### src/rtl/uart_cpu_oci_pkg.sv
// Shared definitions for the OCI trace-compaction path (packer and unpacker).
// Holds the default packed-word geometry, the unpacker FSM state type, the
// statistics-counter mode type and the trace symbol codes emitted by the packer.
package uart_cpu_oci_pkg;

  // Default packed-word geometry.
  localparam int unsigned DCT_SYM_W = 2;
  localparam int unsigned DCT_BUF_W = 30;
  localparam int unsigned DCT_CNT_W = 4;
  localparam int unsigned DCT_MAX_N = DCT_BUF_W / DCT_SYM_W;

  // Unpacker FSM states.
  typedef enum logic {
    StIdle = 1'b0,
    StEmit = 1'b1
  } dct_state_e;

  // Statistics counter overflow behaviour.
  typedef enum logic {
    CtrWrap     = 1'b0,
    CtrSaturate = 1'b1
  } stat_ctr_mode_e;

  // Trace symbol codes produced by the packer.
  localparam logic [DCT_SYM_W-1:0] DCT_SYM_NOP    = 2'b00;
  localparam logic [DCT_SYM_W-1:0] DCT_SYM_SEQ    = 2'b01;
  localparam logic [DCT_SYM_W-1:0] DCT_SYM_BRANCH = 2'b10;
  localparam logic [DCT_SYM_W-1:0] DCT_SYM_GAP    = 2'b11;

endpackage

### src/rtl/uart_cpu_oci_dct_stat_ctr.sv
// Statistics event counter with selectable overflow behaviour.
// Ports:
//   clk_i    - clock, rising edge
//   rst_i    - synchronous active-high reset, clears the count
//   inc_i    - count one event this cycle
//   count_o  - current count; wraps or sticks at all-ones depending on Mode
module uart_cpu_oci_dct_stat_ctr
  import uart_cpu_oci_pkg::*;
#(
  parameter int unsigned    Width = 16,
  parameter stat_ctr_mode_e Mode  = CtrWrap
) (
  input  logic             clk_i,
  input  logic             rst_i,
  input  logic             inc_i,
  output logic [Width-1:0] count_o
);

  logic [Width-1:0] count_d, count_q;

  always_comb begin
    count_d = count_q;
    if (inc_i) begin
      if ((Mode == CtrSaturate) && (count_q == '1)) begin
        count_d = count_q;
      end else begin
        count_d = count_q + Width'(1);
      end
    end
  end

  always_ff @(posedge clk_i) begin
    if (rst_i) begin
      count_q <= '0;
    end else begin
      count_q <= count_d;
    end
  end

  assign count_o = count_q;

endmodule

### src/rtl/uart_cpu_oci_dct_unpacker.sv
// Consumer end of the OCI trace-compaction path. Accepts a packed trace word
// (dct_buffer with dct_count valid entries) and serializes it into single trace
// symbols on a valid/ready stream, entry 0 first.
// Ports:
//   clk, reset            - clock and synchronous active-high reset
//   dct_buffer/dct_count  - packed word and its number of valid entries
//   word_valid/word_ready - word handshake
//   sym_data/sym_last     - current symbol and end-of-word marker
//   sym_valid/sym_ready   - symbol handshake
//   flush                 - abandon the word being emitted
//   busy                  - a word is held
//   sym_total             - symbols delivered (wraps)
//   drop_total            - words dropped: empty, oversized or flushed (saturates)
module uart_cpu_oci_dct_unpacker
  import uart_cpu_oci_pkg::*;
#(
  parameter int unsigned SYM_W  = DCT_SYM_W,
  parameter int unsigned BUF_W  = DCT_BUF_W,
  parameter int unsigned CNT_W  = DCT_CNT_W,
  parameter int unsigned STAT_W = 16
) (
  input  logic              clk,
  input  logic              reset,
  input  logic [BUF_W-1:0]  dct_buffer,
  input  logic [CNT_W-1:0]  dct_count,
  input  logic              word_valid,
  output logic              word_ready,
  output logic [SYM_W-1:0]  sym_data,
  output logic              sym_last,
  output logic              sym_valid,
  input  logic              sym_ready,
  input  logic              flush,
  output logic              busy,
  output logic [STAT_W-1:0] sym_total,
  output logic [STAT_W-1:0] drop_total
);

  localparam int unsigned MaxN = BUF_W / SYM_W;

  dct_state_e       state_d, state_q;
  logic [BUF_W-1:0] held_d, held_q;
  logic [CNT_W-1:0] cnt_d, cnt_q;
  logic [CNT_W-1:0] idx_d, idx_q;

  logic             word_xfer;
  logic             sym_xfer;
  logic             count_ok;
  logic             at_last;
  logic             drop;
  logic [SYM_W-1:0] entry_sel;

  assign word_xfer = word_valid & word_ready;
  assign sym_xfer  = sym_valid & sym_ready;
  assign count_ok  = (dct_count != '0) && (32'(dct_count) <= MaxN);
  assign at_last   = (idx_q == (cnt_q - CNT_W'(1)));

  // Symbol mux: select entry idx_q of the held word.
  always_comb begin
    entry_sel = '0;
    for (int unsigned k = 0; k < MaxN; k++) begin
      if (32'(idx_q) == k) begin
        entry_sel = held_q[k*SYM_W +: SYM_W];
      end
    end
  end

  // State register.
  always_ff @(posedge clk) begin
    if (reset) begin
      state_q <= StIdle;
    end else begin
      state_q <= state_d;
    end
  end

  // Holding registers and symbol index.
  always_ff @(posedge clk) begin
    if (reset) begin
      held_q <= '0;
      cnt_q  <= '0;
      idx_q  <= '0;
    end else begin
      held_q <= held_d;
      cnt_q  <= cnt_d;
      idx_q  <= idx_d;
    end
  end

  // Next-state and datapath update.
  always_comb begin
    state_d = state_q;
    held_d  = held_q;
    cnt_d   = cnt_q;
    idx_d   = idx_q;
    drop    = 1'b0;
    unique case (state_q)
      StIdle: begin
        if (word_xfer) begin
          if (count_ok) begin
            state_d = StEmit;
          end else begin
            drop = 1'b1;
          end
        end
      end
      StEmit: begin
        if (flush) begin
          // A final symbol leaving in the flush cycle completes the word, so
          // nothing is actually abandoned.
          state_d = StIdle;
          drop    = ~(sym_xfer & at_last);
        end else if (sym_xfer && at_last) begin
          // word_ready is only high here, so a chained word lands without a gap.
          if (word_xfer && count_ok) begin
            state_d = StEmit;
          end else begin
            state_d = StIdle;
            drop    = word_xfer;
          end
        end else if (sym_xfer) begin
          idx_d = idx_q + CNT_W'(1);
        end
      end
      default: state_d = StIdle;
    endcase
    if (word_xfer && count_ok) begin
      held_d = dct_buffer;
      cnt_d  = dct_count;
      idx_d  = '0;
    end
  end

  // Outputs.
  always_comb begin
    word_ready = 1'b1;
    sym_valid  = 1'b0;
    sym_last   = 1'b0;
    sym_data   = '0;
    busy       = 1'b0;
    unique case (state_q)
      StIdle: word_ready = 1'b1;
      StEmit: begin
        busy       = 1'b1;
        sym_valid  = 1'b1;
        sym_last   = at_last;
        sym_data   = entry_sel;
        word_ready = at_last & sym_ready & ~flush;
      end
      default: word_ready = 1'b1;
    endcase
  end

  uart_cpu_oci_dct_stat_ctr #(
    .Width (STAT_W),
    .Mode  (CtrWrap)
  ) u_sym_ctr (
    .clk_i   (clk),
    .rst_i   (reset),
    .inc_i   (sym_xfer),
    .count_o (sym_total)
  );

  uart_cpu_oci_dct_stat_ctr #(
    .Width (STAT_W),
    .Mode  (CtrSaturate)
  ) u_drop_ctr (
    .clk_i   (clk),
    .rst_i   (reset),
    .inc_i   (drop),
    .count_o (drop_total)
  );

endmodule

### config.mk
export PLATFORM = sky130hd
export DESIGN_NAME = uart_cpu_oci_dct_unpacker
export DESIGN_NICKNAME = d
export VERILOG_FILES = /design/src/rtl/uart_cpu_oci_pkg.sv /design/src/rtl/uart_cpu_oci_dct_stat_ctr.sv /design/src/rtl/uart_cpu_oci_dct_unpacker.sv
export SDC_FILE = /design/constraint.sdc
export NUM_CORES = 1
export LEC_CHECK = 0
export CORE_MARGIN = 2
export CORE_UTILIZATION = 30
export DETAILED_ROUTE_END_ITERATION = 8
export GPL_TIMING_DRIVEN = 0
export HOLD_SLACK_MARGIN = 0.1
export SYNTH_ARGS = -nofsm -noshare
export SYNTH_HDL_FRONTEND = slang
export SYNTH_SLANG_ARGS = --single-unit
export TNS_END_PERCENT = 10
### constraint.sdc
create_clock -name clk -period 5.3 [get_ports clk]
set_input_delay 0.795 -clock clk [delete_from_list [all_inputs] [get_ports clk]]
set_output_delay 0.795 -clock clk [all_outputs]
set_load 0.005 [all_outputs]
### Yosys cells after proc, flatten, opt, wreduce, memory -nomap -nowiden

Index checks and enable logic that the tools add are counted.

* mux-type cells: 31
* eq/ne operators: 16
* reductions and logical operators: 7
* bitwise logic cells: 10
* add/sub/neg operators: 4

Operators by type and width (count)
* adder 16 x 1 -> 16 bit (second input constant): 2
* two-way mux 2 bit: 16
* equality test 4 bit (second input constant): 7
* equality test 16 bit (second input constant): 1
* equality test 4 x 3 -> 1 bit (second input constant): 4
* two-way mux 1 bit: 12
* equality test 4 x 2 -> 1 bit (second input constant): 2
* one-hot mux 1 bit (2 select lines): 3
* bitwise AND 1 bit: 5
* NOT 1 bit: 5
* adder 4 x 1 -> 4 bit (second input constant): 1
* equality test 4 x 1 -> 1 bit (second input constant): 1
* equality test 4 bit: 1
* logical NOT 4 bit: 1
* AND reduction 4 bit: 1
* nonzero test 4 bit: 1
* subtractor 4 x 1 -> 4 bit (second input constant): 1
* logical AND 1 bit: 2
* AND reduction 2 bit: 1
* OR reduction 2 bit: 1

* bits in registers: 71
* word-level logic and storage cells: 74
* input bits: 39

### Logic depth before layout (Yosys ltp)

* word-level depth: 17
* gate-level depth with buffers: 10

### By module

From an unflattened synthesis, not the netlist that was laid out.

* cells, all modules: 463
* area total of the unflattened synthesis: 3926.3 µm²

By module, submodules not included
* uart_cpu_oci_dct_unpacker: area each 2336.0 µm², times used 1, cells an instance 284
* uart_cpu_oci_dct_stat_ctr at u_drop_ctr: area each 833.3 µm², times used 1, cells an instance 96
* uart_cpu_oci_dct_stat_ctr at u_sym_ctr: area each 757.0 µm², times used 1, cells an instance 83

### Worst setup path after synthesis

No wires, ideal clock.

* path kind: input-to-reg
* start: input dct_count[3]
* end: register u_drop_ctr.count_q[12] (netlist: u_drop_ctr.count_o[12])
* required time: 5179 ps
* arrival: 2399 ps
* path buffers: 0
* path slack: 2780 ps
* cell stages on the path: 6
* cells stage by stage: or4_4 -> nor3b_1 -> a31o_2 -> nor3_1 -> nor4b_1 -> mux2_2

* cells in the longest elaborated chain, start to end: 7
* elaborated cells between the ends (all ways): 9

RTL lines
* start: declaration: RTL line uart_cpu_oci_dct_unpacker.sv:25 `input logic [CNT_W-1:0] dct_count,`
* nonzero test 4 bit *: RTL line uart_cpu_oci_dct_unpacker.sv:54 `assign count_ok = (dct_count != '0) && (32'(dct_count) <= MaxN);`
* logical AND 1 bit: RTL line uart_cpu_oci_dct_unpacker.sv:114 `if (word_xfer && count_ok) begin`
* two-way mux 1 bit: RTL line uart_cpu_oci_dct_unpacker.sv:114
* two-way mux 1 bit: RTL line uart_cpu_oci_dct_unpacker.sv:112 `end else if (sym_xfer && at_last) begin`
* two-way mux 1 bit: RTL line uart_cpu_oci_dct_unpacker.sv:107 `if (flush) begin`
* one-hot mux 1 bit (2 select lines) *: RTL line uart_cpu_oci_dct_unpacker.sv:96 `unique case (state_q)`
* AND reduction 2 bit (no line) *
* end signal: assignment: RTL line uart_cpu_oci_dct_stat_ctr.sv:36 `count_q <= count_d;`
* end: declaration: RTL line uart_cpu_oci_dct_stat_ctr.sv:19 `logic [Width-1:0] count_d, count_q;`

Every way passes the cells marked *; elsewhere a longest branch is shown, timed or not.
A chain may end at the register's enable or synchronous reset.

### Final worst setup path

* start: register idx_q[0]
* end: output sym_data[1]

* cells in the longest elaborated chain, start to end: 17
* elaborated cells between the ends (all ways): 31

RTL lines
* start: declaration: RTL line uart_cpu_oci_dct_unpacker.sv:43 `logic [CNT_W-1:0] idx_d, idx_q;`
* start signal: assignment: RTL line uart_cpu_oci_dct_unpacker.sv:85 `idx_q <= idx_d;`
* logical NOT 4 bit: RTL line uart_cpu_oci_dct_unpacker.sv:61 `if (32'(idx_q) == k) begin`
* two-way mux 2 bit (14 in series): RTL line uart_cpu_oci_dct_unpacker.sv:61
* two-way mux 2 bit *: RTL line uart_cpu_oci_dct_unpacker.sv:61
* two-way mux 2 bit *: RTL line uart_cpu_oci_dct_unpacker.sv:140 `unique case (state_q)`
* end: declaration: RTL line uart_cpu_oci_dct_unpacker.sv:28 `output logic [SYM_W-1:0] sym_data,`

Marks and branches as above.

==> results.toml <==
[outcome]
status = "finished, final reports clean"

[logic_synthesis]
sequential_area_share_after_synthesis_pct = 41.3
dominantRegCellSynth = "dfxtp_1"
synth_nets = 489
biggest_area_contributors_in_the_synthesized_netlist = "dfxtp_1, nand2_1, a21oi_1"
synth_enable_flop_cells = 0
ys_seq_elements = 71
synth_top_cell_area_share_pct = 41.3
mean_instance_size_in_the_synthesized_netlist_um2 = 7.77
ys_top_cells_by_count = "nand2_1, dfxtp_1, a21oi_1"
synth.largest_area_cell = "dfxtp_1"
ys_warn_count = 0
post_synth_instance_area_mm2 = 0.00344
distinct_cells_synth = 50
synth.most_common_cell = "nand2_1"
syn_inst = 443
async_sr_flop_fraction_pct = 0

[worst_setup_path]
critical_path.startpoint_type = "flip-flop"
crit_chain = "ha_1 -> clkbuf_1 -> a21oi_1 -> o311ai_0 -> o2111ai_1 -> o21ai_0 -> clkdlybuf4s50_1"
path_class = "reg -> out"
critical-path-max-stage-delay_ns = 0.55
setup.worst_path.end = "sym_data[1]"
critical_path.max_fanout = 10
timing.reg2reg.worst_path_depth = 10
cp_slowest_cell = "clkdlybuf4s50_1"
crit_path_end_kind = "output port"
cp.arrival_ns = 2.92
rr_endpoint = "u_drop_ctr.count_o[1]$_SDFFE_PP0P_"
crit_required_ns = 4.51
r2r_slack_ns = 2.83
r2r-start = "cnt_q[0]$_SDFFE_PP0P_"
critical_path.startpoint = "idx_q[0]$_SDFFE_PP0P_"

[floorplan]
placeableCoreArea_mm2 = 0.0113
floorplan.die_area_mm2 = 0.0124
boundaryPins = 77
rows = 39
die_y_um = 111
die_width_um = 111
starting_density_pct = 30.4

[grt]
grt_pass1_vias = 3127
number_of_antenna_violations_at_the_first_check_in_global_routing = 0
grt_pass1_wl_mm = 15.0
grt_util_all_layers_pct = 14.7
grt_start_max_net_pins = 14
globalRouteOverflowTotal = 0

[place]
hpwl_mm = 6.68
buffer_ports.inserted = 76
globalplace.congestion = 0.839

[cts]
cts_tree = "done"
clock-sinks = 71
postCtsSetupRepairBufs = 0
cts_resized = 0
clock_transition_at_the_registers_of_the_reported_paths_ns = 0.06
cts_htree_levels = 3
cts_buffers = 9
clock_path_buffers = 2
hold_buffers = 0
cts.root.buffer_cell = "clkbuf_16"
clkLatencyLatePin_ns = 0.33

[timing]
skew_ns = 0.00683
period_minus_ws_final_ns = 3.72
finalSetupTns_ns = 0
slew_viol_final = 0
setup_viol = 0
setup_repair_after_global_routing_missed_its_margin = "no"
timing_worst_slew_pin_value_ns = 0.797
max_freq_mhz = 269
report.final.hold_viol_count = 0
maxSlewHeadroom_pct = 46.5
final.period_utilization_pct = 70.1

[routing]
final_antenna_net_count = 0
post_drt_wl_per_cell_um = 13.2
finalWirelength_mm = 8.96
drc = 0
detailroute.via_count = 3333
number_of_search_and_repair_iterations_in_the_first_detailed_routing_pass = 4
detail_route.vias_per_cell = 4.92
detailedRoute.firstIterationViolations = 222

[cells_and_area]
antennaDiodeCount = 0
final_layout_size_suffix_gt1_share_pct = 6.92
num-nets-final = 576
num-fill-cells = 1184
area_growth_syn_to_layout_pct = 36.2

[power_and_ir_drop]
power.static_leakage_nw = 1.66
post_layout_total_power_mw = 1.32
ir_worst_vdd_mv = 0.135
power-per-cell-area_mw_per_mm2 = 282

[min_path]
hold_path_class = "reg -> reg"

[run]
maxCapViolCount = 0
layer usage:
metal | up-vias | GRT usage (%) | wire length (um) | share of wire [%]
met2 | 87 | 25.4 | 4340 | 48
met4 | 0 | 3.46 | 71 | 0.79
met3 | 5 | 3.99 | 482 | 5.4
met5 | - | 0 | 0 | 0
met1 | 1534 | 18.4 | 4070 | 45
li1 | 1707 | - | - | -
report_power, final:
part / switching, mW / internal (mW)
clock network: 0.232 / 0.378
logic: 0.0731 / 0.0692
registers: 0.0141 / 0.554
area by class of cell:
cell class	instances	area (um^2)	area share, %
Multi-Input combinational cell	333	1840	39.3
Sequential cell	71	1420	30.3
Timing Repair Buffer	76	761	16.2
Clock buffer	10	239	5.10
Tap cell	143	179	3.82
Buffer	28	139	2.96
Clock inverter	6	67.6	1.44
Inverter	11	41.3	0.880
kinds of logic (layout without fill, tap and decap cells):
kind of cell	after synthesis	in the layout	synth area share, %
adder cells (fa/ha/maj)	7	7	2.54
flip-flops	71	71	41.3
XOR/XNOR	20	20	5.09
AO/OA/AOI/OAI	108	108	18.0
AND/OR/NAND/NOR	196	196	27.3
multiplexers	2	2	0.618
buffers and inverters	39	131	5.23
registers in the layout, indices dropped and copies added, names as in the netlist:
signal              flops
held_q                 30
state_q                 1
u_sym_ctr.count_o      16
u_drop_ctr.count_o     16
cnt_q                   4
idx_q                   4
critical path: cells and delay by family (launching register included):
kind            cells  cell delay, ns
fa+ha+maj           1            0.34
compound gates      4            0.81
buf+inv             2            0.94
flops               1            0.49
how the worst min path moves through the flow:
stage	startpoint	to	slack, ns	cells after the start
CTS	held_q[9]$_SDFFE_PP0P_	held_q[9]$_SDFFE_PP0P_	0.46	2
global route	held_q[4]$_SDFFE_PP0P_	held_q[4]$_SDFFE_PP0P_	0.47	2
floorplan	held_q[14]$_SDFFE_PP0P_	held_q[14]$_SDFFE_PP0P_	0.43	2
finish	held_q[9]$_SDFFE_PP0P_	held_q[9]$_SDFFE_PP0P_	0.46	2
detailed placement	held_q[9]$_SDFFE_PP0P_	held_q[9]$_SDFFE_PP0P_	0.45	2
global placement	held_q[0]$_SDFFE_PP0P_	held_q[0]$_SDFFE_PP0P_	0.44	2
cells in the final DEF (no fill, tap or decap), types with 5 or more instances in the layout:
cell and instances:
clkbuf_1 17, nand3_1 10, nand4_1 6, or3_2 7, o21ai_0 24, or3_1 10, dfxtp_1 71, nand2_1 97
and3_1 7, a221oi_1 5, clkdlybuf4s50_1 76, nor2_1 29, clkbuf_16 9, inv_1 11, a21oi_1 64, nand3b_1 6
ha_1 7, xor2_1 16
metrics by stage:
step | setup WS (ns) | instance area (um^2) | hold WS [ns] | utilization (%) | std cells
CTS | 1.57 | 4690 | 0.456 | 41.4 | 678
detailed placement | 1.96 | 4380 | 0.448 | 38.7 | 662
floorplan | 2.78 | 3440 | 0.432 | - | 443
global placement | 1.92 | 4380 | 0.444 | 38.7 | 662
global route | 1.34 | 4690 | 0.474 | 41.4 | 678
finish | 1.58 | 4690 | 0.456 | 41.4 | 678
Power figures use the tool's default switching activity.
